--- config.mk ---
export PLATFORM = sky130hd
export DESIGN_NAME = update_center_flat
export DESIGN_NICKNAME = d
export VERILOG_FILES = /design/src/rtl/kmeans_pkg.sv /design/src/rtl/update_center_if.sv /design/src/rtl/update_center_div_seq.sv /design/src/rtl/update_center.sv /design/src/flat_wrapper.sv
export SDC_FILE = /design/constraint.sdc
export NUM_CORES = 2
export LEC_CHECK = 0
export ABC_CLOCK_PERIOD_IN_PS = 5500
export BUFFER_PORTS_ARGS = -buffer_cell sky130_fd_sc_hd__buf_2
export CORE_ASPECT_RATIO = 2
export CORE_UTILIZATION = 60
export DETAILED_ROUTE_END_ITERATION = 8
export GPL_TIMING_DRIVEN = 0
export PLACE_DENSITY = 0.79
export SLEW_MARGIN = 15
export SYNTH_ARGS = -nofsm -noshare
export SYNTH_HDL_FRONTEND = slang
export SYNTH_SLANG_ARGS = --single-unit
export TNS_END_PERCENT = 10
--- constraint.sdc ---
create_clock -name clk -period 5.5 [get_ports clk]
set_clock_uncertainty 0.05 [all_clocks]
set_input_delay 0.55 -clock clk [delete_from_list [all_inputs] [get_ports clk]]
set_output_delay 0.55 -clock clk [all_outputs]
set_load 0.03 [all_outputs]
--- src/rtl/kmeans_pkg.sv ---
// Shared k-means constants, accumulator widths and the update FSM state type.
package kmeans_pkg;
  localparam int NUM_LABEL = 8;
  localparam int WIDTH     = 16;
  localparam int DEPTH     = 1024;
  localparam int CNT_W     = 11;
  localparam int SUM_W     = WIDTH + CNT_W;
  localparam int LBL_W     = 3;

  typedef enum logic [1:0] {IDLE, ACCUM, DIV, DONE} state_e;
endpackage

--- src/rtl/update_center_if.sv ---
// Point stream into update_center: valid/ready beat with coordinates and label.
interface update_center_if #(parameter int WIDTH = kmeans_pkg::WIDTH);
  logic             pt_valid;
  logic             pt_last;
  logic             pt_ready;
  logic [WIDTH-1:0] pointx;
  logic [WIDTH-1:0] pointy;
  logic [2:0]       label;

  modport master (output pt_valid, pt_last, pointx, pointy, label, input pt_ready);
  modport slave  (input pt_valid, pt_last, pointx, pointy, label, output pt_ready);
endinterface

--- src/rtl/update_center_div_seq.sv ---
// Sequential restoring divider: one load cycle then one quotient bit per cycle.
module div_seq
  import kmeans_pkg::*;
#(
  parameter int DVD_W = SUM_W,
  parameter int DVS_W = CNT_W,
  parameter int QUO_W = WIDTH
) (
  input  logic             clk,
  input  logic             rst,
  input  logic             start_i,
  input  logic [DVD_W-1:0] dividend_i,
  input  logic [DVS_W-1:0] divisor_i,
  output logic [QUO_W-1:0] quotient_o,
  output logic             done_o
);
  localparam int CW = $clog2(DVD_W + 1);

  logic [DVS_W:0]   rem_q;
  logic [DVD_W-1:0] quo_q;
  logic [DVS_W-1:0] dvs_q;
  logic [CW-1:0]    cnt_q;
  logic             busy_q;
  logic [DVS_W:0]   shifted;
  logic [DVS_W:0]   diff;

  always_comb begin
    shifted = {rem_q[DVS_W-1:0], quo_q[DVD_W-1]};
    diff    = shifted - {1'b0, dvs_q};
  end

  always_ff @(posedge clk) begin
    if (rst) begin
      rem_q  <= '0;
      quo_q  <= '0;
      dvs_q  <= '0;
      cnt_q  <= '0;
      busy_q <= 1'b0;
    end else if (start_i) begin
      rem_q  <= '0;
      quo_q  <= dividend_i;
      dvs_q  <= divisor_i;
      cnt_q  <= CW'(DVD_W);
      busy_q <= 1'b1;
    end else if (busy_q) begin
      if (cnt_q != '0) begin
        cnt_q <= cnt_q - CW'(1);
        if (shifted >= {1'b0, dvs_q}) begin
          rem_q <= diff;
          quo_q <= {quo_q[DVD_W-2:0], 1'b1};
        end else begin
          rem_q <= shifted;
          quo_q <= {quo_q[DVD_W-2:0], 1'b0};
        end
      end else begin
        busy_q <= 1'b0;
      end
    end
  end

  assign done_o     = busy_q && (cnt_q == '0);
  assign quotient_o = quo_q[QUO_W-1:0];
endmodule

--- src/rtl/update_center.sv ---
// k-means center update: accumulate labelled points, divide per label, commit centers.
// Define CENTER_ROUND_EN for round-half-up division instead of floor.
module update_center #(
  parameter int NUM_LABEL = kmeans_pkg::NUM_LABEL,
  parameter int WIDTH     = kmeans_pkg::WIDTH,
  parameter int DEPTH     = kmeans_pkg::DEPTH
) (
  input  logic                       clk,
  input  logic                       rst,
  input  logic                       start,
  update_center_if.slave             pt,
  input  logic                       init_we,
  input  logic [2:0]                 init_idx,
  input  logic [WIDTH-1:0]           init_x,
  input  logic [WIDTH-1:0]           init_y,
  output logic [NUM_LABEL*WIDTH-1:0] center_x,
  output logic [NUM_LABEL*WIDTH-1:0] center_y,
  output logic                       busy,
  output logic                       update_done,
  output logic                       changed,
  output logic                       overflow
);
  import kmeans_pkg::*;

  localparam int SW    = WIDTH + CNT_W;
  localparam int IDX_W = $clog2(2 * NUM_LABEL);
  localparam logic [IDX_W-1:0] LAST_IDX = IDX_W'(2 * NUM_LABEL - 1);

  state_e           state_q;
  logic [SW-1:0]    sum_x_q [NUM_LABEL];
  logic [SW-1:0]    sum_y_q [NUM_LABEL];
  logic [CNT_W-1:0] cnt_q   [NUM_LABEL];
  logic [WIDTH-1:0] cx_q    [NUM_LABEL];
  logic [WIDTH-1:0] cy_q    [NUM_LABEL];
  logic [WIDTH-1:0] nx_q    [NUM_LABEL];
  logic [WIDTH-1:0] ny_q    [NUM_LABEL];
  logic [CNT_W-1:0] pcnt_q;
  logic [IDX_W-1:0] idx_q;
  logic             launch_q, ready_q, busy_q, done_q, changed_q, ovf_q;

  logic [IDX_W-1:0] op_idx;
  logic [SW-1:0]    op_sum;
  logic [CNT_W-1:0] op_cnt;
  logic [SW-1:0]    dvd;
  logic             div_start, div_done, chg;
  logic [WIDTH-1:0] div_quo;

  // Next operand is fetched while the current quotient is captured, so divisions run back to back.
  always_comb begin
    op_idx    = launch_q ? '0 : idx_q + IDX_W'(1);
    op_sum    = op_idx[0] ? sum_y_q[op_idx[IDX_W-1:1]] : sum_x_q[op_idx[IDX_W-1:1]];
    op_cnt    = cnt_q[op_idx[IDX_W-1:1]];
`ifdef CENTER_ROUND_EN
    dvd       = op_sum + SW'(op_cnt >> 1);
`else
    dvd       = op_sum;
`endif
    div_start = (state_q == DIV) && (launch_q || (div_done && idx_q != LAST_IDX));
  end

  always_comb begin
    chg = 1'b0;
    for (int unsigned k = 0; k < NUM_LABEL; k++)
      if (cnt_q[k] != '0 && (nx_q[k] != cx_q[k] || ny_q[k] != cy_q[k])) chg = 1'b1;
  end

  div_seq #(.DVD_W(SW), .DVS_W(CNT_W), .QUO_W(WIDTH)) u_div (
    .clk        (clk),
    .rst        (rst),
    .start_i    (div_start),
    .dividend_i (dvd),
    .divisor_i  (op_cnt),
    .quotient_o (div_quo),
    .done_o     (div_done)
  );

  always_ff @(posedge clk) begin
    if (rst) begin
      state_q   <= IDLE;
      pcnt_q    <= '0;
      idx_q     <= '0;
      launch_q  <= 1'b0;
      ready_q   <= 1'b0;
      busy_q    <= 1'b0;
      done_q    <= 1'b0;
      changed_q <= 1'b0;
      ovf_q     <= 1'b0;
      for (int unsigned k = 0; k < NUM_LABEL; k++) begin
        sum_x_q[k] <= '0;
        sum_y_q[k] <= '0;
        cnt_q[k]   <= '0;
        cx_q[k]    <= '0;
        cy_q[k]    <= '0;
        nx_q[k]    <= '0;
        ny_q[k]    <= '0;
      end
    end else begin
      done_q   <= 1'b0;
      launch_q <= 1'b0;
      case (state_q)
        IDLE: begin
          if (init_we) begin
            cx_q[init_idx] <= init_x;
            cy_q[init_idx] <= init_y;
          end
          if (start) begin
            for (int unsigned k = 0; k < NUM_LABEL; k++) begin
              sum_x_q[k] <= '0;
              sum_y_q[k] <= '0;
              cnt_q[k]   <= '0;
            end
            pcnt_q  <= '0;
            ovf_q   <= 1'b0;
            ready_q <= 1'b1;
            busy_q  <= 1'b1;
            state_q <= ACCUM;
          end
        end
        ACCUM: begin
          if (pt.pt_valid) begin
            if (pcnt_q < CNT_W'(DEPTH)) begin
              sum_x_q[pt.label] <= sum_x_q[pt.label] + SW'(pt.pointx);
              sum_y_q[pt.label] <= sum_y_q[pt.label] + SW'(pt.pointy);
              cnt_q[pt.label]   <= cnt_q[pt.label] + CNT_W'(1);
              pcnt_q            <= pcnt_q + CNT_W'(1);
            end else begin
              ovf_q <= 1'b1;
            end
            if (pt.pt_last) begin
              ready_q  <= 1'b0;
              idx_q    <= '0;
              launch_q <= 1'b1;
              state_q  <= DIV;
            end
          end
        end
        DIV: begin
          if (div_done) begin
            if (idx_q[0]) ny_q[idx_q[IDX_W-1:1]] <= div_quo;
            else          nx_q[idx_q[IDX_W-1:1]] <= div_quo;
            if (idx_q == LAST_IDX) begin
              done_q  <= 1'b1;
              state_q <= DONE;
            end else begin
              idx_q <= idx_q + IDX_W'(1);
            end
          end
        end
        DONE: begin
          for (int unsigned k = 0; k < NUM_LABEL; k++) begin
            if (cnt_q[k] != '0) begin
              cx_q[k] <= nx_q[k];
              cy_q[k] <= ny_q[k];
            end
          end
          changed_q <= chg;
          busy_q    <= 1'b0;
          state_q   <= IDLE;
        end
        default: state_q <= IDLE;
      endcase
    end
  end

  always_comb begin
    center_x = '0;
    center_y = '0;
    for (int unsigned k = 0; k < NUM_LABEL; k++) begin
      center_x[k*WIDTH +: WIDTH] = cx_q[k];
      center_y[k*WIDTH +: WIDTH] = cy_q[k];
    end
  end

  assign pt.pt_ready  = ready_q;
  assign busy         = busy_q;
  assign update_done  = done_q;
  assign changed      = changed_q;
  assign overflow     = ovf_q;
endmodule

--- src/flat_wrapper.sv ---
// flat-port wrapper written by rule: the top's interface ports become plain ports
module update_center_flat import kmeans_pkg::*;
#(
  parameter int NUM_LABEL = kmeans_pkg::NUM_LABEL,
  parameter int WIDTH     = kmeans_pkg::WIDTH,
  parameter int DEPTH     = kmeans_pkg::DEPTH
)
  (clk, rst, start, init_we, init_idx, init_x, init_y, center_x, center_y, busy, update_done, changed, overflow, pt_pt_valid, pt_pt_last, pt_pointx, pt_pointy, pt_label, pt_pt_ready);
  update_center_if #(.WIDTH(WIDTH)) pt_i ();
  input  logic clk;
  input  logic rst;
  input  logic start;
  input  logic init_we;
  input  logic [2:0] init_idx;
  input  logic [WIDTH-1:0] init_x;
  input  logic [WIDTH-1:0] init_y;
  output logic [NUM_LABEL*WIDTH-1:0] center_x;
  output logic [NUM_LABEL*WIDTH-1:0] center_y;
  output logic busy;
  output logic update_done;
  output logic changed;
  output logic overflow;
  input wire logic [$bits(pt_i.pt_valid)-1:0] pt_pt_valid;
  input wire logic [$bits(pt_i.pt_last)-1:0] pt_pt_last;
  input wire logic [$bits(pt_i.pointx)-1:0] pt_pointx;
  input wire logic [$bits(pt_i.pointy)-1:0] pt_pointy;
  input wire logic [$bits(pt_i.label)-1:0] pt_label;
  output wire logic [$bits(pt_i.pt_ready)-1:0] pt_pt_ready;
  assign pt_i.pt_valid = pt_pt_valid;
  assign pt_i.pt_last = pt_pt_last;
  assign pt_i.pointx = pt_pointx;
  assign pt_i.pointy = pt_pointy;
  assign pt_i.label = pt_label;
  assign pt_pt_ready = pt_i.pt_ready;
  update_center #(.NUM_LABEL(NUM_LABEL), .WIDTH(WIDTH), .DEPTH(DEPTH)) u_core (.clk(clk), .rst(rst), .start(start), .pt(pt_i), .init_we(init_we), .init_idx(init_idx), .init_x(init_x), .init_y(init_y), .center_x(center_x), .center_y(center_y), .busy(busy), .update_done(update_done), .changed(changed), .overflow(overflow));
endmodule
==> impl.org <==
** Yosys
- Number of flops mapped to enable cells by yosys :: roughly 970
- Main flop type after synthesis :: sky130_fd_sc_hd__edfxtp_1
- Share of async-settable or async-resettable flops after synthesis :: 0
- Dividing the synthesized area by the synthesized cell count gives 12.25 sq um.
- Synthesis produced a netlist whose cell count is 4438.
- The number of nets in the synthesized netlist is 4569.
- Cell accounting for the most synthesized area :: sky130_fd_sc_hd__edfxtp_1
- Ranked by total cell area, the synthesized netlist is headed by sky130_fd_sc_hd__edfxtp_1 (53%), sky130_fd_sc_hd__mux4_2 (6.3%), sky130_fd_sc_hd__dfxtp_1 (5.2%), sky130_fd_sc_hd__nor2_1 (4.9%), sky130_fd_sc_hd__xor2_1 (4.0%).
- Seq/Total Area, Yosys :: 0.5870
- Proportion of netlist area held by the largest area contributor :: 0.5347
- The number of different library cells used by synthesis comes to 89.
- Count of synthesis-stage warnings from yosys :: 0
- Combined area of all synthesized cells :: 0.05436 sq mm
- Counting flops and latches in the post-synthesis netlist gives 1110.

** Worst setup path
- In this run the worst setup path terminates at u_core.sum_y_q[7][25].
- The worst register-to-register path ends at u_core.sum_x_q[6][15].
- The kind of cell with the highest combined delay along the critical path is buffers and inverters.
- The worst setup path is captured at a flip-flop.
- Path depth of the worst reg2reg path :: 11
- Cell type of the slowest stage on the worst timing path :: sky130_fd_sc_hd__clkbuf_1
- Total stage count of the critical path :: 17
- Cells traversed along the worst timing path :: buf_2 > buf_4 > buf_6 > and3b_1 > clkbuf_2 > clkbuf_1 > a22oi_1 > nand4_1 > ha_1 > a211oi_1 > nor3b_2 > o311ai_2 > a2111oi_1 > o21a_2 > nand2_1 > xor2_2 > nor2_1
- STA puts the critical path data required time at between 5 and 6 ns.
- At the worst endpoint, the arrival time is 6.08 ns.
- Peak per-stage delay on the critical path :: 0.92 ns
- Tracing the worst setup path back leads to its startpoint at pt_label[2].
- The startpoint identified for the worst register-to-register timing path is u_core.state_q[1].
- Critical path class :: input pin to flip-flop
- Flop2flop setup slack :: 0.18 ns
- Along the worst path, the maximum fanout reaches 10.
- Startpoint type of the worst setup path :: input pin
- Buffer and inverter count on the worst path :: 5

** Routing
- Average vias per placed instance :: 7.038
- Number of nets with antenna violations after detailed routing :: 0
- For this run, design rule violations remaining after detail routing come to 0.
- For this block, the routed nets add up to approximately 210 mm of wire.
- Count of TritonRoute iterations in the first routing pass :: 9
- Initial detailed-routing violation count :: 6534
- The routed layout has 43110 vias.
- After detailed routing, the average wire length per cell comes to between 30 and 40 microns.

** Final layout
- Layout-stage area growth over the synthesis result :: 12.36%
- The net count of the finished layout is 4986.
- The finished cells cover 0.06108 sq mm.
- Excluding fillers, the count of instances in the completed layout stands at 6125.
- In the final layout, the share of cells above drive strength 1 is 0.1724.

** Run status
- Result of the run :: finished, violations left
- Violated checks :: setup timing

** Clock network
- Clock latency on the worst-skew pair :: 0.74 ns
- Number of sinks on the clock net :: ~1100
- Clock input transition at the sequential cells of the worst setup and hold paths :: around 0.07 ns
- Number of clock buffers inserted by TritonCTS :: 95
- Number of hold buffers added after cts :: 0
- TritonCTS built the clock tree.
- The H-tree was split into 3 levels.
- The tree is rooted in a sky130_fd_sc_hd__clkbuf_16.
- Number of buffers on the longest clock path :: 3

** Floorplan
- Standard-cell rows :: 155
- The core region is about 0.089 sq mm.
- Count of pins on the block boundary :: 337
- In this run the horizontal extent of the chip is 214.8 microns.
- The die covers between 0.09 and 0.1 sq mm.
- The floorplan step set the die height to 427.7 microns.
- Starting density of the core :: 0.6080

** Worst hold path
- Cell count of the worst hold path :: 3
- The path class of the tightest hold or removal check is input pin to flip-flop.

** Global routing
- After global routing the overflow that remains totals 0.
- The initial antenna violation count came to 15.
- Entering global routing, the biggest net connects 42 pins.
- All-Layer GR Usage :: 0.4589
- Vias in the first global route :: 42740
- Global-route wire length before repair :: 295.4 mm

** Place
- IO buf count :: 303
- At the end of routability-driven placement, the weighted congestion stood at between 1 and 1.5.
- Placed cell areas :: 0.05775 sq mm
- Summed over all nets, the half-perimeter wirelength after detailed placement is approximately 150 mm.
- Including well taps, the total number of placed cells is 5931.

** Timing
- Timing would allow up to between 150 and 200 MHz.
- After layout, the minimum clock period comes to ~5.7 ns.
- Number of pins exceeding their max-slew limit in the final report :: 0
- PnR worst setup slack :: -0.1927 ns
- In the finished design, the share of the clock period the worst path needs comes to 1.035.
- For the pin with the worst max-slew slack, the measured transition is 1.410 ns.
- Slew HR :: 0.05986
- The hold violation count in the final report is 0.
- Setup violations remaining at the end of the flow were counted as 23.
- Setup repair after global routing could not meet its margin everywhere.

** Flow run
- Max-capacitance violation count :: 0

** Pwr
- Leakage power of the design :: 22.70 nW
- Power density cells :: 370.4 mW/mm^2
- Worst-case vdd ir drop :: 0.2681 mV
[routing by layer]
metal  GRT usage  part of all wire
met5           0           0.00044
met1      0.4483              0.28
met2      0.7452              0.46
met3      0.1367              0.12
met4      0.4985              0.13
[worst register-to-register path: cells and delay by family (launching register included)]
family	cells	cell delay, ns
adders and majority gates	1	0.18
buffers and inverters	6	2.95
DFF	1	0.39
and+or+nand+nor	4	1.37
[flip-flops by register name (all words and copies together), names as in the netlist, 2 cells and up]
| signal | count |
|---|---|
| u_core.u_div.rem_q | 11 |
| u_core.sum_y_q | 216 |
| u_core.state_q | 2 |
| u_core.cnt_q | 88 |
| u_core.cy_q | 128 |
| u_core.sum_x_q | 216 |
| u_core.cx_q | 128 |
| u_core.u_div.cnt_q | 5 |
| u_core.u_div.dvs_q | 11 |
| u_core.ny_q | 128 |
| u_core.nx_q | 128 |
| u_core.idx_q | 4 |
| u_core.u_div.quo_q | 27 |
| u_core.pcnt_q | 11 |
[cell usage after synthesis (all sizes together), types with 17 or more instances]
| library cell | count |
|---|---|
| inv | 41 |
| xor2 | 257 |
| clkbuf | 228 |
| buf | 98 |
| nand2b | 76 |
| or2 | 18 |
| a22o | 199 |
| nand3 | 34 |
| o21ai | 205 |
| a22oi | 153 |
| nor2 | 709 |
| a221oi | 24 |
| nor4 | 83 |
| a31oi | 33 |
| nand4 | 65 |
| a211oi | 24 |
| edfxtp | 968 |
| a21oi | 60 |
| nor3 | 38 |
| nand2 | 279 |
| a21o | 17 |
| mux2i | 38 |
| mux4 | 151 |
| mux2 | 21 |
| ha | 52 |
| dfxtp | 142 |
| o22ai | 36 |
| and2 | 200 |
| xnor2 | 70 |
[worst min path at each step]
| stage | startpoint | end | slack, ns |
|---|---|---|---|
| after detailed placement | u_core.pcnt_q[5] | u_core.pcnt_q[5] | 0.43 |
| after global placement | u_core.pcnt_q[5] | u_core.pcnt_q[5] | 0.41 |
| after floorplan | u_core.pcnt_q[5] | u_core.pcnt_q[5] | 0.40 |
| after global routing | start | u_core.busy | 0.14 |
| after CTS | start | u_core.busy | 0.08 |
| final | start | u_core.busy | 0.10 |
[what timing repair did]
item / 4_1_cts / 5_1_grt
cloned: 0 / 0
setup endpoints to repair: 355 / 264
pin swaps: 0 / 1
setup buffers: 0 / 4
resized for setup: 28 / 28
[power by group]
| part | internal [mW] | total, mW | switching (mW) |
|---|---|---|---|
| clock | 3.72 | 6.98 | 3.26 |
| combinational | 1.30 | 4.42 | 3.13 |
| sequential | 10.4 | 11.2 | 0.796 |
[layout by cell type, fill, tap and decap left out, types with 45 or more instances in the layout]
cell type,instances
sky130_fd_sc_hd__a21oi_1,59
sky130_fd_sc_hd__a22o_1,199
sky130_fd_sc_hd__a22oi_1,153
sky130_fd_sc_hd__and2_1,198
sky130_fd_sc_hd__buf_2,333
sky130_fd_sc_hd__buf_4,45
sky130_fd_sc_hd__clkbuf_1,212
sky130_fd_sc_hd__clkbuf_16,100
sky130_fd_sc_hd__dfxtp_1,142
sky130_fd_sc_hd__edfxtp_1,968
sky130_fd_sc_hd__ha_1,52
sky130_fd_sc_hd__mux4_2,151
sky130_fd_sc_hd__nand2_1,271
sky130_fd_sc_hd__nand2b_1,76
sky130_fd_sc_hd__nand4_1,64
sky130_fd_sc_hd__nor2_1,705
sky130_fd_sc_hd__nor4_1,78
sky130_fd_sc_hd__o21ai_0,198
sky130_fd_sc_hd__xnor2_1,57
sky130_fd_sc_hd__xor2_1,246
[cell type report]
type / count / area, sq um
antenna: 19 / 47.55
buffer: 325 / 1536
clock buffer: 115 / 2579
clock inverter: 56 / 515.5
fill: 6584 / 28320
inverter: 41 / 153.9
multi-input combinational: 2961 / 21030
sequential: 1110 / 31910
tap: 1177 / 1473
timing repair buffer: 321 / 1841
[logic make-up (layout without fill, tap and decap cells)]
family / count (synthesis) / count (layout) / share of synthesized area
AOI/OAI and AO/OA: 805 / 805 / 0.1047
xor gates and xnor gates: 327 / 327 / 0.05545
adders and majority gates: 55 / 55 / 0.01307
buffers and inverters: 367 / 858 / 0.02983
DFF: 1110 / 1110 / 0.5870
muxes: 210 / 210 / 0.07421
other: 0 / 19 / 0
and+or+nand+nor: 1564 / 1564 / 0.1357
[stage by stage]
| step | utilization | hold WS, ns | setup TNS, ns | power (mW) | setup WS (ns) |
|---|---|---|---|---|---|
| 2_1_floorplan | - | 0.4037 | 0 | 13.72 | 0.9426 |
| 3_5_place_dp | 0.6460 | 0.4319 | -629.32 | 15.57 | -2.404 |
| 3_3_place_gp | 0.6415 | 0.4121 | -1716.47 | 15.45 | -2.325 |
| 6_report | 0.6832 | 0.1039 | -1.634 | 22.62 | -0.1927 |
| 4_1_cts | 0.6814 | 0.07685 | 0 | 22.29 | 0.003783 |
| 5_1_grt | 0.6828 | 0.1371 | -0.3586 | 22.96 | -0.07709 |
No activity file was read; power rests on OpenSTA's default activity.
